===== config.mk =====
export PLATFORM = sky130hd
export DESIGN_NAME = drive_cmd_scheduler
export DESIGN_NICKNAME = d
export VERILOG_FILES = /design/src/rtl/drive_cmd_scheduler.sv
export SDC_FILE = /design/constraint.sdc
export NUM_CORES = 1
export LEC_CHECK = 0
export ABC_AREA = 1
export BUFFER_PORTS_ARGS = -buffer_cell sky130_fd_sc_hd__clkbuf_2
export CAP_MARGIN = 20
export CORE_MARGIN = 3
export CORE_UTILIZATION = 45
export CTS_BUF_LIST = sky130_fd_sc_hd__clkbuf_2 sky130_fd_sc_hd__clkbuf_4 sky130_fd_sc_hd__clkbuf_8
export DETAILED_ROUTE_END_ITERATION = 8
export PLACE_DENSITY = 0.7
export SYNTH_ARGS = -nofsm -noshare
export SYNTH_HDL_FRONTEND = slang
export SYNTH_SLANG_ARGS = --single-unit

===== constraint.sdc =====
create_clock -name clk -period 1.7 [get_ports clk]
set_clock_uncertainty 0.05 [all_clocks]
set_input_delay 0 -clock clk [delete_from_list [all_inputs] [get_ports clk]]
set_output_delay 0 -clock clk [all_outputs]
set_load 0.1 [all_outputs]

===== src/rtl/drive_cmd_scheduler.sv =====
// Drive command scheduler: round-robin arbitration of remote/manual drive commands,
// periodic read_enable strobe generation and a bounded reverse-torque braking sequence.
module drive_cmd_scheduler #(
    parameter int TICK_CYCLES = 5000000,
    parameter int HOLD_TICKS  = 5,
    parameter int BRAKE_TICKS = 5
) (
    input  logic       clk,
    input  logic       reset,
    input  logic       enable,
    input  logic       req_remote,
    input  logic [1:0] remote_instr,
    input  logic [2:0] remote_torque,
    output logic       remote_ack,
    input  logic       req_manual,
    input  logic [1:0] manual_instr,
    input  logic [2:0] manual_torque,
    output logic       manual_ack,
    output logic [1:0] instruction,
    output logic [2:0] torque,
    output logic       read_enable,
    output logic       grant_src,
    output logic [1:0] state
);

    localparam int TW   = (TICK_CYCLES > 2) ? $clog2(TICK_CYCLES) : 1;
    localparam int CMAX = (HOLD_TICKS > BRAKE_TICKS) ? HOLD_TICKS : BRAKE_TICKS;
    localparam int CW   = $clog2(CMAX + 1);

    localparam logic [TW-1:0] TICK_LAST = TW'(TICK_CYCLES - 1);
    localparam logic [TW-1:0] TICK_PRE  = TW'(TICK_CYCLES - 2);
    localparam logic [CW-1:0] HOLD_LOAD  = CW'(HOLD_TICKS);
    localparam logic [CW-1:0] BRAKE_LOAD = CW'(BRAKE_TICKS);

    typedef enum logic [1:0] {
        ST_IDLE  = 2'b00,
        ST_RUN   = 2'b01,
        ST_BRAKE = 2'b10
    } state_e;

    state_e        state_q, state_d;
    logic [1:0]    instr_q, instr_d;
    logic [2:0]    torque_q, torque_d;
    logic          read_en_q, read_en_d;
    logic          remote_ack_q, remote_ack_d;
    logic          manual_ack_q, manual_ack_d;
    logic          grant_src_q, grant_src_d;
    logic          prio_q, prio_d;      // 1: manual wins the next tie
    logic [TW-1:0] tick_q, tick_d;
    logic [CW-1:0] cnt_q, cnt_d;

    logic       remote_ok;
    logic       manual_ok;
    logic       pick_manual;
    logic [2:0] req_torque;

    // A source is not eligible again while its own ack is still visible.
    assign remote_ok   = req_remote && !remote_ack_q;
    assign manual_ok   = req_manual && !manual_ack_q;
    assign pick_manual = manual_ok && (!remote_ok || prio_q);
    assign req_torque  = pick_manual ? manual_torque : remote_torque;

    // NOTE: every _d gets a default first, so no path through this block can infer a latch.
    always_comb begin
        state_d      = state_q;
        instr_d      = instr_q;
        torque_d     = torque_q;
        read_en_d    = 1'b0;
        remote_ack_d = 1'b0;
        manual_ack_d = 1'b0;
        grant_src_d  = grant_src_q;
        prio_d       = prio_q;
        tick_d       = tick_q;
        cnt_d        = cnt_q;

        if (!enable) begin
            state_d  = ST_IDLE;
            instr_d  = 2'b00;
            torque_d = 3'd0;
            tick_d   = '0;
            cnt_d    = '0;
        end else if (remote_ok || manual_ok) begin
            // Accepting also suppresses any strobe due at this edge and restarts the tick.
            state_d      = ST_RUN;
            instr_d      = pick_manual ? manual_instr : remote_instr;
            torque_d     = (req_torque > 3'd4) ? 3'd4 : req_torque;
            grant_src_d  = pick_manual;
            prio_d       = !pick_manual;
            remote_ack_d = !pick_manual;
            manual_ack_d = pick_manual;
            tick_d       = '0;
            cnt_d        = HOLD_LOAD;
        end else if (state_q != ST_IDLE) begin
            if (tick_q == TICK_LAST) begin
                // The strobe is visible this cycle; phase changes land on the next one.
                tick_d = '0;
                if (cnt_q <= CW'(1)) begin
                    if (state_q == ST_RUN) begin
                        state_d  = ST_BRAKE;
                        instr_d  = 2'b01;
                        torque_d = 3'd1;
                        cnt_d    = BRAKE_LOAD;
                    end else begin
                        state_d  = ST_IDLE;
                        instr_d  = 2'b00;
                        torque_d = 3'd0;
                        cnt_d    = '0;
                    end
                end else begin
                    cnt_d = cnt_q - 1'b1;
                end
            end else begin
                tick_d    = tick_q + 1'b1;
                read_en_d = (tick_q == TICK_PRE);
            end
        end
    end

    // NOTE: sequential state uses non-blocking assignments only.
    always_ff @(posedge clk or posedge reset) begin
        if (reset) begin
            state_q      <= ST_IDLE;
            instr_q      <= 2'b00;
            torque_q     <= 3'd0;
            read_en_q    <= 1'b0;
            remote_ack_q <= 1'b0;
            manual_ack_q <= 1'b0;
            grant_src_q  <= 1'b0;
            prio_q       <= 1'b0;
            tick_q       <= '0;
            cnt_q        <= '0;
        end else begin
            state_q      <= state_d;
            instr_q      <= instr_d;
            torque_q     <= torque_d;
            read_en_q    <= read_en_d;
            remote_ack_q <= remote_ack_d;
            manual_ack_q <= manual_ack_d;
            grant_src_q  <= grant_src_d;
            prio_q       <= prio_d;
            tick_q       <= tick_d;
            cnt_q        <= cnt_d;
        end
    end

    assign remote_ack  = remote_ack_q;
    assign manual_ack  = manual_ack_q;
    assign instruction = instr_q;
    assign torque      = torque_q;
    assign read_enable = read_en_q;
    assign grant_src   = grant_src_q;
    assign state       = state_q;

endmodule


==> results of run 1 <==
==> area by class of cell <==
type	instances	area share
inverters	43	0.0608
well taps	67	0.0293
multi-input cells	223	0.430
clock inverters	2	0.00350
repair buffers	50	0.114
flip-flops and latches	38	0.336
clock buffers	6	0.0267
==> sequential cells by signal, summed over array words and instances, names as in the netlist <==
signal       count
manual_ack       1
read_enable      1
tick_q          23
remote_ack       1
cnt_q            3
grant_src        1
torque           3
instruction      2
state            2
prio_q           1
==> cells in the final DEF, fill, tap and decap left out, types with 6 or more instances in the layout <==
| cell | n |
|---|---|
| buf_4 | 20 |
| dfrtp_1 | 33 |
| nand4_1 | 6 |
| nand2_1 | 64 |
| nor3_1 | 12 |
| clkbuf_2 | 25 |
| a21oi_1 | 13 |
| nand3_1 | 19 |
| nor2_1 | 40 |
| o21ai_0 | 15 |
| inv_1 | 37 |
==> how the worst min path moves through the flow <==
stage	slack, ps	start	cells after the start	endpoint
global route	60	enable	3	instruction[0]
global placement	80	reset	3	tick_q[3]
CTS	20	enable	3	instruction[0]
detailed placement	70	reset	3	tick_q[3]
finish	30	remote_torque[1]	4	torque[1]
floorplan	140	reset	1	cnt_q[0]
==> repair_timing <==
action,CTS,global route
gates cloned,0,2
pin swaps,0,4
hold endpoints to repair,41,0
gates resized for setup,1,21
setup endpoints to repair,2,27
setup buffers,0,5
hold buffers,5,0
==> per-layer routing <==
layer,share of wire,track usage
met3,0.054,0.0376
met1,0.46,0.259
met2,0.47,0.311
met4,0.016,0.0676
met5,0,0
==> kinds of logic after synthesis <==
kind of cell	Yosys count	synth area share
adder cells (fa/ha/maj)	4	0.0219
XOR/XNOR	2	0.00767
flip-flops	38	0.416
AO/OA/AOI/OAI	39	0.0936
multiplexers	1	0.00438
AND/OR/NAND/NOR	175	0.373
buffers and inverters	47	0.0832
==> power by group <==
part           internal (µW)  switching, µW  leakage (µW)
combinational            179            518      0.000735
sequential               958           36.4      0.000507
clock                    300            322     0.0000484
==> critical path: stages, from the launching register on <==
cell and delay [ps]:
dfrtp_4 410, inv_1 50, nand2_2 150, nand2_4 120
nor2_4 180, nand2_4 140, buf_4 160, o31ai_1 260
==> stage by stage <==
step	area, µm²	total power [µW]	setup WS, ps
2_1_floorplan	2290	1500	27.4
3_3_place_gp	2590	1640	27.4
3_5_place_dp	2590	1650	3.04
4_1_cts	2740	2290	26.6
5_1_grt	2860	2440	-61.8
6_report	2860	2310	60.2
==> key figures, run 1 <==
Critical path
  – Worst Path Required: around 1800 ps
  – Worst setup EP type: register
  – Worst Setup EP: tick_q[1]
  – CP arrival: roughly 1800 ps
  – Reg-to-Reg End: tick_q[1]
  – Reg2Reg Launch Point: manual_ack
  – Startpoint Class: register
  – R2R depth: 7
  – Setup slack, reg-to-reg: roughly 60 ps
  – Crit. Startpoint: manual_ack
  – Crit Path Class: register to register
  – Crit-path max FO: 7

Floorplanning
  – Die Span Y: ~77 µm
  – I/O pins: 26
  – Rows: 25
  – Die Area: roughly 0.0060 mm²
  – Die X: between 70 and 80 µm
  – Starting density of the core: 0.474
  – Core Box Area: between 0.004 and 0.005 mm²

Synthesis
  – Synth top cells by count: nand2_1, nor2_1, inv_1
  – Distinct cells, synth: 33
  – Most used DFF post-synth: dfrtp_1
  – Seq cells post-synth: 38
  – Total number of yosys warnings: 0
  – Synth Net Count: about 330
  – Avg Inst Size Synth: 7.47 µm²
  – Mapped Cells: ~310
  – Synth area leaders: dfrtp_1, nand2_1, nor2_1
  – Area leader, netlist: dfrtp_1
  – Top cell type's share of synthesized area: 0.416
  – Sequential-to-total area share from yosys stat: 0.416
  – Mapped Area: around 0.0023 mm²
  – Count leader, synth: nand2_1
  – FFs w/ async S/R, synth: 1.00
  – EDFF count, synth: 0

Drt
  – Initial drt markers: between 150 and 200
  – Drt total wl: ~5600 µm
  – Pre-antenna DRT Iters: 4
  – DR vias: between 2000 and 2500
  – Via density: between 5 and 6
  – Remaining DRCs: 0
  – WL per Instance: between 10 and 15 µm
  – Post-route ant nets: 0

Layout
  – Area occupied by multi-input gates: about 0.0012 mm²
  – Share of cells above drive strength 1: 0.268
  – Util after Layout: 0.594
  – Ant diodes: 0
  – Layout area overhead: 25.2%
  – Fill count: around 420
  – Reg area: roughly 960 µm²
  – NumNets Final: 380
  – Final instance count without filler cells: roughly 430

Timing
  – Hold WS: between 20 and 30 ps
  – Final hold vios: 0
  – Least-Margin Pin Slew: about 550 ps
  – Fmax: between 600 and 700 MHz
  – Unrepaired setup endpoints after global routing: true
  – Relative slew margins: 0.638
  – Post-Route Setup TNS: 0 ps
  – Final setup viols: 0
  – Final Max Tran Viols: 0
  – Min cycle time layout: 1640 ps
  – Final Cycle Share: 0.965

Clock tree
  – CTS tree: built
  – TritonCTS buffer count: 5
  – CTS root buffer: clkbuf_8
  – Latest clock arrival within the worst-skew pair: about 300 ps
  – Clk sinks: 38
  – H-tree depth: 2
  – Clock-pin slew on the worst setup and hold paths: ~80 ps
  – CTS Buffer Depth: 2

Place
  – Dpl cells: slightly above 400
  – IO Port Bufs: 25
  – Final GP Congestion: between 0.8 and 0.9
  – Hpwl dp: just under 4000 µm

Global routing
  – Largest net degree at the start of global routing: 39
  – Vias in the first global route: roughly 2100
  – GRT Util Overall: 0.193
  – Initial antenna violation count: 0
  – First-pass GRT wire length: a little over 9000 µm
  – Global route total overflow: 0

Min path
  – Hold Path Class: input pin to register

Power
  – Pwr Density: about 800 mW/mm²
  – IR Drop Worst-Case VDD: between 600 and 700 µV
  – Lkg Pwr: about 0.0013 µW

Run
  – Max capacitance violation total: 0

Status
  – Status: finished, final reports clean
Note: power is estimated with default switching activity, not from simulation.
==> run 2: changes to the inputs <==
Settings changed: CTS_CLUSTER_DIAMETER set to 50, RECOVER_POWER set to 25, SKIP_LAST_GASP set to 1.
==> run 2 against run 1 <==
  * First-iteration DRC count is 9.9% higher
  * Final cell count stayed put
  * Sequential power hardly changed
  * Cell area is 0.61% lower
  * Largest cell class unchanged
  * Clock-buffer cell count stayed put
  * Non-clock buffer count stayed put
  * Critical path type unchanged
  * Critical path depth is 2 higher
  * Wire length is 0.41% lower
  * Sequential cell count stayed put
  * Power hardly changed
  * Sequential share of layout area is 0.21 points higher
  * Global-route usage stayed put
  * Largest power group unchanged
==> key figures, run 2 (synthesis results as in run 1) <==
Critical path
  – Critical-path cell list: ha_2, nand3_2, nor2_2, nand3_2, nand2_4, nand2_8, inv_8, nand2_1, o21ai_0
  – Worst path slowest cell: dfrtp_1
  – CP arrival: ~1800 ps
  – Worst Setup EP: cnt_q[1]
  – Reg-to-Reg End: cnt_q[1]
  – Crit Path Class: register to register
  – Crit. Startpoint: tick_q[0]
  – WP buf/inv: 1
  – Reg2Reg Launch Point: tick_q[0]
  – Worst Path Required: 1860 ps
  – Number of cells on the critical path: 9
  – Startpoint Class: register
  – Setup slack, reg-to-reg: slightly above 50 ps
  – Slowest cell delay on critical path: about 370 ps
  – Critical path's most frequent cell: nand3_2
  – CP top delay family: simple AND/OR/NAND/NOR gates
  – R2R depth: 9
  – Crit-path max FO: 9
  – Worst setup EP type: register

Power
  – Pwr Density: 813 mW/mm²
  – Switching Fraction: 0.379
  – Net Sw Power: 875 µW
  – Lkg Pwr: 0.00129 µW
  – IR Drop Worst-Case VDD: ~680 µV
  – Flop pwr share: 0.430
  – Cell internal pwr: between 1000 and 1500 µW
  – Gate power share: 0.300
  – Clock network power share: 0.270

Drt
  – Initial drt markers: about 170
  – Drt total wl: approximately 5600 µm
  – Remaining DRCs: 0
  – Pre-antenna DRT Iters: 4
  – Via density: 5.03
  – Post-route ant nets: 0
  – DR vias: roughly 2200
  – WL per Instance: 13.0 µm

Timing
  – Relative slew margins: 0.361
  – Final Max Tran Viols: 0
  – Final hold vios: 0
  – Min cycle time layout: 1650 ps
  – Post-Route Setup TNS: 0 ps
  – Final setup viols: 0
  – Least-Margin Pin Slew: 958 ps
  – Hold WS: roughly 27 ps
  – Unrepaired setup endpoints after global routing: true
  – Fmax: a little over 600 MHz
  – Final Cycle Share: 0.970

Floorplanning
  – Rows: 25
  – Starting density of the core: 0.474
  – Die X: 77.3 µm
  – I/O pins: 26
  – Die Span Y: around 77 µm
  – Die Area: 0.00597 mm²
  – Core Box Area: 0.00482 mm²

Layout
  – Largest register FFs: 23
  – Fill count: around 420
  – Share of cells above drive strength 1: 0.265
  – NumNets Final: 380
  – Layout area overhead: 24.4%
  – Top reg by flops: tick_q
  – Ant diodes: 0
  – Most frequent cells in the layout: nand2_1, nor2_1, inv_1, dfrtp_1, clkbuf_2
  – Commonest non-fill, non-tap cell in the layout: nand2_1

Clock tree
  – Clk sinks: 38
  – TritonCTS buffer count: 5
  – CTS tree: built
  – CTS root buffer: clkbuf_8
  – Clock-pin slew on the worst setup and hold paths: roughly 80 ps
  – Latest clock arrival within the worst-skew pair: roughly 300 ps
  – CTS Buffer Depth: 2
  – H-tree depth: 2

Status
  – Status: finished, final reports clean

Min path
  – Hold Path Class: input pin to register

Global routing
  – Global route total overflow: 0
  – First-pass GRT wire length: 9300 µm
  – Vias in the first global route: about 2000
  – Initial antenna violation count: 0
  – Largest net degree at the start of global routing: 39
  – GRT Util Overall: 0.193

Run
  – Max capacitance violation total: 0

Place
  – IO Port Bufs: 25
  – Final GP Congestion: around 0.85
  – Hpwl dp: about 4000 µm
==> run 2: cell types whose count changed in the layout (fill, tap and decap cells not counted) <==
cell	previous run	this run
nand2_1	64	65
buf_4	20	19
nand3_2	3	4
o21ai_0	15	16
inv_8	0	1
o21ai_1	5	4
nand3_4	2	1
clkinv_8	1	0
clkbuf_2	25	26
nand2_2	5	4
==> run 2: final cells by class <==
cell class	instances	area, µm²	share of cell area
inverter	43	169	0.0594
clock buffer	6	76.3	0.0268
tap	67	83.8	0.0295
clock inverter	2	10.0	0.00352
timing repair buffer	50	323	0.114
sequential	38	962	0.338
multi-input combinational	223	1220	0.429
==> run 2: worst min path at each step <==
stage	endpoint	slack, ps	startpoint	cells after the start
after floorplan	cnt_q[0]	140	reset	1
after global placement	tick_q[3]	80	reset	3
after detailed placement	tick_q[3]	70	reset	3
after CTS	instruction[0]	20	enable	3
after global routing	instruction[0]	60	enable	3
final	torque[1]	30	remote_torque[1]	4
==> run 2: power by group through the flow <==
stage	Clock (µW)	Combinational, µW	Sequential, µW
6_report	623	693	995
3_3_place_gp	0	632	1010
2_1_floorplan	0	248	1250
4_1_cts	645	655	995
5_1_grt	687	752	1000
3_5_place_dp	0	640	1010
==> run 2: what timing repair did <==
item                                    in CTS  in global routing
setup buffers                                0                  5
endpoints found under the hold margin       41                  0
resized for setup                            1                 17
endpoints found under the setup margin       2                 27
cloned                                       0                  2
pin swaps                                    0                  2
hold buffers                                 5                  0
==> run 2: layer usage <==
metal,wire length [µm],up-vias,global-route usage
met5,0,-,0
met4,91,0,0.0676
met3,356,8,0.0376
met2,2620,74,0.311
met1,2530,970,0.259
li1,-,1104,-
==> run 2: through the flow <==
step | utilization | instance area, µm² | total power [µW] | setup WS (ps) | instances
2_1_floorplan | - | 2290 | 1500 | 27.4 | 306
3_3_place_gp | 0.538 | 2590 | 1640 | 27.4 | 409
3_5_place_dp | 0.538 | 2590 | 1650 | 3.04 | 409
4_1_cts | 0.568 | 2740 | 2290 | 26.6 | 422
5_1_grt | 0.590 | 2840 | 2440 | -81.7 | 429
6_report | 0.590 | 2840 | 2310 | 51.3 | 429
==> run 2: worst min-delay path: stages <==
cell	delay [ps]
clkbuf_2	70
or2_2	90
o2111ai_1	110
nand2_1	70
==> run 3: changes to the inputs <==
Settings changed: MAX_ROUTING_LAYER set to met4, PLACE_DENSITY 0.7 to 0.72.
Clock period 1.7 ns to 1.5 ns, I/O delays scaled along.
==> run 3 against run 2 <==
  * The run now ends with negative setup slack left
  * Die area unchanged
  * Via count increased by 20%
  * Sequential share of layout area down 6.7 points
  * Maximum frequency grew 1.4%
  * Power is 21% higher
  * Wire length is 28% higher
==> key figures, run 3 (synthesis results as in run 1) <==
Power
  – Lkg Pwr: around 0.0017 µW
  – IR Drop Worst-Case VDD: 870 µV
  – Pwr Density: 786 mW/mm²

Timing
  – Final Cycle Share: 1.08
  – Final setup viols: 27
  – Unrepaired setup endpoints after global routing: true
  – Least-Margin Pin Slew: roughly 550 ps
  – Final Max Tran Viols: 0
  – Fmax: roughly 620 MHz
  – Relative slew margins: 0.636
  – Min cycle time layout: between 1500 and 2000 ps
  – Hold WS: approximately 12 ps
  – Final worst setup slack: -125 ps
  – Final hold vios: 0

Layout
  – Share of cells above drive strength 1: 0.474
  – Largest register FFs: 23
  – Commonest non-fill, non-tap cell in the layout: buf_4
  – Fill count: approximately 340
  – Top reg by flops: tick_q
  – Layout area overhead: 56.0%
  – Most frequent cells in the layout: buf_4, nand2_1, dfrtp_1, inv_1, nor2_1
  – NumNets Final: between 400 and 500
  – Final instance count without filler cells: about 490
  – Finished layout cell area: between 0.003 and 0.004 mm²
  – Ant diodes: 0

Floorplanning
  – Core Box Area: around 0.0048 mm²
  – Die X: 77.3 µm
  – Starting density of the core: 0.474
  – Rows: 25
  – I/O pins: 26
  – Die Area: between 0.005 and 0.006 mm²
  – Die Span Y: between 70 and 80 µm

Clock tree
  – CTS tree: built
  – TritonCTS buffer count: 5
  – CTS Buffer Depth: 2
  – CTS root buffer: clkbuf_8
  – Clk sinks: 38
  – Clock-pin slew on the worst setup and hold paths: around 80 ps
  – Latest clock arrival within the worst-skew pair: around 300 ps
  – H-tree depth: 2

Global routing
  – Largest net degree at the start of global routing: 19
  – GRT Util Overall: 0.227
  – Global route total overflow: 0
  – Vias in the first global route: about 2300
  – Initial antenna violation count: 0
  – First-pass GRT wire length: 10400 µm

Drt
  – WL per Instance: approximately 15 µm
  – Drt total wl: between 7000 and 8000 µm
  – Via density: 5.27
  – Initial drt markers: between 200 and 250
  – Pre-antenna DRT Iters: 5
  – Remaining DRCs: 0
  – Post-route ant nets: 0
  – DR vias: 2577

Critical path
  – CP arrival: 1760 ps
  – Worst setup EP type: register
  – Startpoint Class: register
  – Crit-path max FO: 7
  – Worst Path Required: around 1600 ps
  – Crit Path Class: register to register

Min path
  – Hold Path Class: input pin to register

Place
  – Final GP Congestion: roughly 0.94
  – DP Area: about 0.003 mm²
  – Dpl cells: approximately 460
  – IO Port Bufs: 25
  – Hpwl dp: about 4400 µm
  – Pre-CTS setup slack: -101 ps

Status
  – Status: finished, violations left
  – Failing checks: negative setup slack

Run
  – Max capacitance violation total: 0
## run 3: changes by cell type in the layout (fill, tap and decap cells not counted), sizes merged
cell and delta:
buf +61, nand4 -1, nand3 +1, dlygate4sd3 -1
## run 3: per-stage QoR
step	util	total power (µW)	setup TNS, ps
floorplan	-	1730	-1380
global placement	0.625	1940	-1090
detailed placement	0.625	1950	-1620
CTS	0.670	2710	-375
global route	0.740	2910	-3750
finish	0.740	2800	-1840
## run 3: cell type report
cell class	instances	area (µm²)	share of cell area
Timing Repair Buffer	110	805	0.226
Clock buffer	6	76.3	0.0214
Inverter	43	174	0.0488
Multi-Input combinational cell	223	1450	0.407
Sequential cell	38	966	0.271
Tap cell	67	83.8	0.0235
Clock inverter	2	10.0	0.00281
## run 3: worst max-delay path, cell delays in order, from the launching register on
cell and delay [ps]:
dfrtp_4 500, nor2_4 140, nand4_4 200, buf_6 190, nand3_4 100, nor2_4 70
o21ai_0 200, nor2_2 60
## run 3: worst paths after layout
path	from	endpoint	slack (ps)	cells after the start
setup / recovery	state[1]	tick_q[18]	-130	7
hold / removal	remote_torque[2]	torque[2]	10	5
setup reg to reg	state[1]	tick_q[18]	-130	7
hold reg to reg	torque[1]	torque[1]	440	2
max in group asynchronous	reset	remote_ack	440	4
min in group asynchronous	reset	cnt_q[2]	150	3
## run 3: repair_timing
action	in CTS	in global routing
pin swaps	6	30
endpoints found under the hold margin	28	0
setup endpoints to repair	30	34
hold buffers	4	0
setup buffers	5	16
gates resized for setup	13	61
gates cloned	1	1
## run 3: where the power goes
| part | switching [µW] | internal (µW) |
|---|---|---|
| logic | 642 | 291 |
| registers | 41.9 | 1090 |
| clock network | 397 | 341 |
| total | 1080 | 1720 |
## run 3: layer usage
metal | track usage | up-vias | wire, µm
li1 | - | 1234 | -
met1 | 0.291 | 1224 | 2980
met2 | 0.358 | 95 | 3610
met3 | 0.0434 | 24 | 380
met4 | 0.0854 | 0 | 190
met5 | - | - | 0
